$ cat config.mk
export PLATFORM = sky130hd
export DESIGN_NAME = div_result_buffer
export DESIGN_NICKNAME = d
export VERILOG_FILES = /design/src/rtl/div_result_buffer.sv
export SDC_FILE = /design/constraint.sdc
export NUM_CORES = 1
export LEC_CHECK = 0
export CAP_MARGIN = 20
export CORE_ASPECT_RATIO = 1.75
export CORE_MARGIN = 2
export CORE_UTILIZATION = 55
export CTS_CLUSTER_SIZE = 25
export DETAILED_ROUTE_END_ITERATION = 6
export GPL_TIMING_DRIVEN = 0
export PLACE_DENSITY_LB_ADDON = 0.1
export SYNTH_ARGS = -nofsm -noshare
export SYNTH_HDL_FRONTEND = slang
export SYNTH_SLANG_ARGS = --single-unit
$ cat constraint.sdc
create_clock -name clk -period 7 [get_ports clk]
set_clock_uncertainty 0.15 [all_clocks]
set_input_delay 1.05 -clock clk [delete_from_list [all_inputs] [get_ports clk]]
set_output_delay 1.05 -clock clk [all_outputs]
set_load 0.02 [all_outputs]
$ cat src/rtl/div_result_buffer.sv
// -----------------------------------------------------------------------------
// div_result_buffer
//
// Purpose:
//   Result FIFO placed behind a pipelined divider that cannot be stalled.
//   Results are captured when the divider reports data_valid, then handed to
//   the consumer over a valid/ready handshake. A credit counter tracks the
//   operations still inside the divider. issue_ok is raised only when every
//   in-flight result is guaranteed a free FIFO slot.
//
// Ports:
//   clk           rising-edge clock
//   rst_n         asynchronous, active-low reset
//   issue         one divider operation started this cycle
//   div_valid     divider result present this cycle
//   div_quotient  divider quotient (WIDTH bits)
//   div_by_zero   divider divide-by-zero flag
//   out_valid     head entry available to the consumer (registered)
//   out_ready     consumer accepts the head entry
//   out_quotient  head entry quotient (registered)
//   out_dbz       head entry divide-by-zero flag (registered)
//   issue_ok      upstream may assert issue next cycle (registered)
//   count         FIFO occupancy (CW bits)
//   ovf_err       sticky error: credit violation, dropped or unmatched result
//
// Configuration:
//   DIV_RESULT_DBZ_SAT_EN  when defined, a divide-by-zero entry stores the
//                          saturated quotient {1'b0, {WIDTH-1{1'b1}}} instead
//                          of the divider's quotient. out_dbz is unaffected.
// -----------------------------------------------------------------------------
module div_result_buffer #(
  parameter int WIDTH = 6,
  parameter int DEPTH = 8,
  parameter int CW    = 4
) (
  input  logic             clk,
  input  logic             rst_n,
  input  logic             issue,
  input  logic             div_valid,
  input  logic [WIDTH-1:0] div_quotient,
  input  logic             div_by_zero,
  output logic             out_valid,
  input  logic             out_ready,
  output logic [WIDTH-1:0] out_quotient,
  output logic             out_dbz,
  output logic             issue_ok,
  output logic [CW-1:0]    count,
  output logic             ovf_err
);

  localparam int AW = $clog2(DEPTH);
  localparam int EW = WIDTH + 1;
  localparam logic [CW-1:0] DEPTH_C  = CW'(DEPTH);
  localparam logic [CW:0]   DEPTH_C1 = (CW+1)'(DEPTH);

  logic [EW-1:0] mem [DEPTH];

  logic [AW-1:0] wrPtr_q, wrPtr_d;
  logic [AW-1:0] rdPtr_q, rdPtr_d;
  logic [CW-1:0] count_q, count_d;
  logic [CW-1:0] inflight_q, inflight_d;
  logic [EW-1:0] head_q, head_d;
  logic          outValid_q, outValid_d;
  logic          issueOk_q, issueOk_d;
  logic          ovf_q, ovf_d;

  logic          full;
  logic          pop;
  logic          push;
  logic          drop;
  logic [EW-1:0] wrData;
  logic [CW-1:0] remaining;
  logic [CW:0]   creditSum;

  // Entry format is {dbz, quotient}. The saturating build replaces the
  // quotient of a divide-by-zero result with the largest positive value.
`ifdef DIV_RESULT_DBZ_SAT_EN
  assign wrData = div_by_zero ? {1'b1, 1'b0, {(WIDTH-1){1'b1}}}
                              : {1'b0, div_quotient};
`else
  assign wrData = {div_by_zero, div_quotient};
`endif

  // Next-state logic for the FIFO control, the credit counter and the
  // registered outputs. A full FIFO still accepts a result when the head
  // pops in the same cycle, because the popped slot is the one written.
  always_comb begin
    full       = (count_q == DEPTH_C);
    pop        = outValid_q & out_ready;
    push       = div_valid & (~full | pop);
    drop       = div_valid & full & ~pop;

    wrPtr_d    = push ? wrPtr_q + AW'(1) : wrPtr_q;
    rdPtr_d    = pop  ? rdPtr_q + AW'(1) : rdPtr_q;

    count_d    = count_q;
    if (push && !pop) begin
      count_d = count_q + CW'(1);
    end else if (pop && !push) begin
      count_d = count_q - CW'(1);
    end

    // A return with nothing in flight is an unmatched result: flag it and
    // hold at zero. The upper end saturates so repeated credit violations
    // cannot wrap the counter back to a small value.
    inflight_d = inflight_q;
    unique case ({issue, div_valid})
      2'b10:   if (inflight_q != '1) inflight_d = inflight_q + CW'(1);
      2'b01:   if (inflight_q != '0) inflight_d = inflight_q - CW'(1);
      default: inflight_d = inflight_q;
    endcase

    creditSum  = {1'b0, count_d} + {1'b0, inflight_d};
    issueOk_d  = (creditSum < DEPTH_C1);
    outValid_d = (count_d != '0);

    ovf_d      = ovf_q | drop | (issue & ~issueOk_q)
               | (div_valid & (inflight_q == '0));

    // The head register is loaded with whatever will sit at the read pointer
    // after this edge. If entries remain after an optional pop, that entry
    // is already in the array; otherwise the only candidate is the result
    // being written now, which bypasses the array to keep latency at one.
    remaining  = count_q - CW'(pop);
    head_d     = head_q;
    if (remaining != '0) begin
      head_d = mem[rdPtr_d];
    end else if (push) begin
      head_d = wrData;
    end
  end

  // Storage array carries no reset; validity comes from the control state.
  always_ff @(posedge clk) begin
    if (push) begin
      mem[wrPtr_q] <= wrData;
    end
  end

  // Control state and registered outputs. Reset discards buffered and
  // in-flight results and reopens the issue credit.
  always_ff @(posedge clk or negedge rst_n) begin
    if (!rst_n) begin
      wrPtr_q    <= '0;
      rdPtr_q    <= '0;
      count_q    <= '0;
      inflight_q <= '0;
      head_q     <= '0;
      outValid_q <= 1'b0;
      issueOk_q  <= 1'b1;
      ovf_q      <= 1'b0;
    end else begin
      wrPtr_q    <= wrPtr_d;
      rdPtr_q    <= rdPtr_d;
      count_q    <= count_d;
      inflight_q <= inflight_d;
      head_q     <= head_d;
      outValid_q <= outValid_d;
      issueOk_q  <= issueOk_d;
      ovf_q      <= ovf_d;
    end
  end

  assign out_valid    = outValid_q;
  assign out_quotient = head_q[WIDTH-1:0];
  assign out_dbz      = head_q[WIDTH];
  assign issue_ok     = issueOk_q;
  assign count        = count_q;
  assign ovf_err      = ovf_q;

endmodule

# Yosys cells after proc, flatten, opt, wreduce, memory -nomap -nowiden
# Memories as Yosys holds them, arrays and structs flattened.
# Index checks and enable logic that the tools add are counted.
[totals]
inputBits = 12
ramBits = 56
ff_bits = 24
elab_cells = 54
mem_count = 1
output_inout_bits = 14
[op_classes]
mux = 10
order_cmp = 1
n_bitwise = 13
n_eq_ne = 4
n_reduce_logical = 9
add_sub_neg = 8
[mem_list]
columns = ["name", "depth", "word_bits", "rd", "rd_ports_with_merged_regs", "wr", "line", "rtl"]
rows = [
  ["mem", 8, 7, 1, 0, 1, "56", "logic [EW-1:0] mem [DEPTH];"],
]
[ops]
columns = ["op", "n"]
rows = [
  ["$mux 4", 4],
  ["$mux 7", 2],
  ["$reduce_bool 4->1", 3],
  ["$add 4x1->4 const B", 2],
  ["$pmux 4 s2", 1],
  ["$sub 4x1->4 const B", 2],
  ["$add 3x1->3 const B", 2],
  ["$and 1x1->1", 6],
  ["$add 4x4->5", 1],
  ["$lt 5x4->1 const B", 1],
  ["$eq 4x4->1 const B", 1],
  ["$logic_not 4->1", 1],
  ["$ne 4x4->1 const B", 1],
  ["$or 1x1->1", 4],
  ["$sub 4x1->4", 1],
  ["$mux 3", 1],
  ["$not 1->1", 3],
  ["$eq 2x1->1 const B", 1],
  ["$eq 2x2->1 const B", 1],
  ["$logic_and 1x1->1", 2],
  ["$logic_not 1->1", 2],
  ["$mux 1", 2],
  ["$reduce_bool 2->1", 1],
]

# Longest topological paths before layout
[logic_depth]
ltp_word = 10
ltp_mapped = 9
depth_no_buf = 9

# Worst setup path after synthesis
# Ideal clock, no wire load.
[synth_path]
kind = "input -> register"
start = "in out_ready"
end = "mem mem[1][0] (netlist name) (enable)"
n_path_buf = 1
slack_ns = 4.106
arrival_time_ns = 2.364
setup_ns = 0.380
stages = 7
required_time_ns = 6.470
cell_sequence = "nand2_4 inv_4 buf_2 nor2_1 nor2_1 nand2_1 nor3_1"
[synth_between]
elab_chain_cells = 5
[synth_lines]
columns = ["item", "line", "rtl"]
rows = [
  ["from (decl)", "43", "input logic out_ready,"],
  ["$and 1x1->1", "89", "pop = outValid_q & out_ready;"],
  ["$or 1x1->1", "90", "push = div_valid & (~full | pop);"],
  ["$and 1x1->1", "90", ""],
  ["$mux 1", "135", "if (push) begin"],
  ["$mux 1 (not written as such)", "136", "mem[wrPtr_q] <= wrData;"],
  ["to (decl)", "56", ""],
]
# Every way passes these cells.

# Worst setup path after layout
[layout_path]
start = "in out_ready"
end = "mem mem[3][6] (netlist name) (enable)"
# Same word-level chain as after synthesis.

==> reports/results.ini <==
[critical_path]
cp-end-kind=flop
cp.required_ns=6.81
r2r_slack_ns=4.06
worst-setup-path-type=in -> reg
worstRegToRegCells=8
crit_arrival_ns=3.37
startpoint_type=primary input
r2r-end=mem[4][6]$_DFFE_PP_
critPathMaxFanout=10
r2r_start=count[0]$_DFF_PN0_

[drt]
drt_iter0_drc=128
drt-pass1-iter-count=4
viasPerCell=5.98
drc=0
via_count=2477
drt-total-wl_um=8210
wire_per_inst_um=19.8
detail-route-antenna-nets=0

[clocking]
postCtsSetupBuffers=0
htree_levels=3
cts_tree=yes
ctsHoldBuffers=0
clock_latency_ns=0.34
clock_sinks=80
cts-root-buf=clkbuf_16
cts_buffers=9
cts.reportedPaths.clkPinSlew_ns=0.05
cts-root-to-sink-buffers=2
ctsResizeCount=0

[logic_synthesis]
ys_seq_elements=80
netlist_area_um2=3920
netlist_instances=283
synth_async_sr_flop_share=0.300
synthSimpleGateAreaFrac=0.0810
synth_cell_type_count=52
synth-compound-area-share=0.0877
muxShareOfSynthArea=0.154
yosysSeqAreaShare=0.582
syn_area_per_cell_um2=13.9
syn_nets=308
synth_xor_xnor_area_share=0.0223
synth-adder-area-share=0.0415
ys.flop_type=edfxtp_1
synth_edf_count=56
synth_top_family_by_area=multiplexers
yosysWarnings=0

[grt]
grt_pass1_vias=2470
overflow=0
grt_max_degree=20
antenna_found_initial=0
grtUsageTotal=0.237
grt_pass1_wl_um=12700

[power]
power.internal_w=0.00141
p_switching_w=0.000772
clkPwrFrac=0.225
power_w=0.00218
pwr-share-seq=0.329
ir_drop_mv=0.268
pwr-share-comb=0.446
cellPowerDensity_nw_per_um2=469
swShare=0.355
p_leak_nw=1.81

[sta]
final-setup-viol-count=0
rsz0062_at_grt=no
period_needed_ns=3.56
slew_headroom=0.431
finalCritPeriodShare=0.508
worst_slew_pin_slew_ns=0.850
timing.hold.ws_ns=0.334
worst_slack_ns=3.44
max_freq_ghz=0.281
fin_setup_tns_ns=0
hold_viol=0
slew_violations=0

[cells_and_area]
areaGrowthSynthToFinish_pct=18.3
diodes=0
drive_gt1_frac=0.136
nNetsFinal=350
final_area_um2=4640

[min_path]
hold_path.class=reg -> reg
min_from=ovf_err$_DFF_PN0_
min_delay_worst_endpoint=ovf_err$_DFF_PN0_
holdPathStages=1

[placement]
gp_congestion=0.755
post-dp-hpwl_um=5910
port_buffers=25
pre_cts_ws_ns=3.03
dpl-instance-area_um2=4330

[floorplanning]
pin_count=26
num_rows=40
core_region_area_um2=6910
initial_core_util=0.568
die_w_um=67.8
die_y_um=116
dieArea_um2=7850

[run]
cap_violations=0

[status]
outcome=finished, final reports clean

-- state kept, by name (all words and copies together) (netlist names) --
register,count
issue_ok,1
ovf_err,1
wrPtr_q,3
out_valid,1
mem,56
rdPtr_q,3
head_q,7
inflight_q,4
count,4
-- power groups by stage --
| stage | logic, W | clock network, W | registers [W] |
|---|---|---|---|
| floorplan | 0.000658 | 0 | 0.000750 |
| global placement | 0.000945 | 0 | 0.000719 |
| detailed placement | 0.000977 | 0 | 0.000723 |
| CTS | 0.000980 | 0.000499 | 0.000714 |
| global route | 0.00105 | 0.000520 | 0.000728 |
| finish | 0.000972 | 0.000490 | 0.000715 |
-- worst max-delay path, stage by stage --
cell and delay, ns:
clkdlybuf4s50_1 0.56, nand2_4 0.11, inv_4 0.17, buf_2 0.27, nor2_1 0.07, nor2_1 0.26, nand2_1 0.17, nor2_1 0.69
-- per-layer routing --
metal	vias up	track usage	routed length, µm
li1	1167	-	-
met1	1236	0.266	3180
met2	53	0.416	4520
met3	21	0.0408	262
met4	0	0.131	259
met5	-	0	0
-- cells in the mapped netlist, drive strengths merged (3+ instances only) --
cell type,n,area (µm²)
nor3,10,50.1
mux4,8,191
xnor2,9,78.8
clkbuf,5,28.8
a21oi,3,15.0
nand2,18,75.1
a31o,5,43.8
nand3,8,40.0
edfxtp,56,1680
ha,13,163
dfrtp,23,576
a22oi,11,87.6
nor2,11,41.3
mux2i,40,413
buf,6,42.5
nand2b,3,18.8
o22ai,4,25.0
o21ai,8,40.0
o31ai,3,27.5
inv,13,51.3
-- per-stage QoR --
step,utilization,instances
finish,0.672,414
global route,0.672,414
CTS,0.672,414
detailed placement,0.626,398
global placement,0.619,392
floorplan,-,283
-- worst max-delay path by stage --
| stage | slack (ns) | startpoint | cells past startpoint | end |
|---|---|---|---|---|
| after CTS | 3.40 | out_ready | 9 | mem[1][6]$_DFFE_PP_ |
| final | 3.44 | out_ready | 8 | mem[3][6]$_DFFE_PP_ |
| after global placement | 2.62 | out_ready | 6 | mem[0][5]$_DFFE_PP_ |
| after global routing | 3.17 | out_ready | 8 | mem[3][6]$_DFFE_PP_ |
| after detailed placement | 3.03 | out_ready | 9 | mem[1][5]$_DFFE_PP_ |
| after floorplan | 4.11 | out_ready | 7 | mem[1][0]$_DFFE_PP_ |
-- cell usage in the layout, fill, tap and decap left out, types with 6 or more instances in the layout --
cell type	n
a22oi_1	10
clkbuf_1	6
inv_1	12
clkbuf_16	9
nor2_1	11
ha_1	13
nand2_1	17
dfrtp_1	23
nor3_1	10
nand3_1	8
edfxtp_1	56
o21ai_0	7
xnor2_1	9
mux2i_1	39
buf_2	8
clkdlybuf4s50_1	25
-- layout make-up --
class | instances | area, µm²
clock inverter | 4 | 68.8
multi-input combinational | 179 | 1520
tap | 84 | 105
buffer | 11 | 71.3
clock buffer | 12 | 246
timing repair buffer | 31 | 293
sequential | 80 | 2280
inverter | 13 | 51.3
fill | 530 | 2260
-- cells by family (layout without fill, tap and decap cells) --
kind of cell | count (synthesis) | in the layout
flops | 80 | 80
simple gates | 62 | 62
mux | 48 | 48
compound gates | 46 | 46
buf+inv | 24 | 71
fa+ha+maj | 13 | 13
xor+xnor | 10 | 10
(Power assumes the default switching activity.)
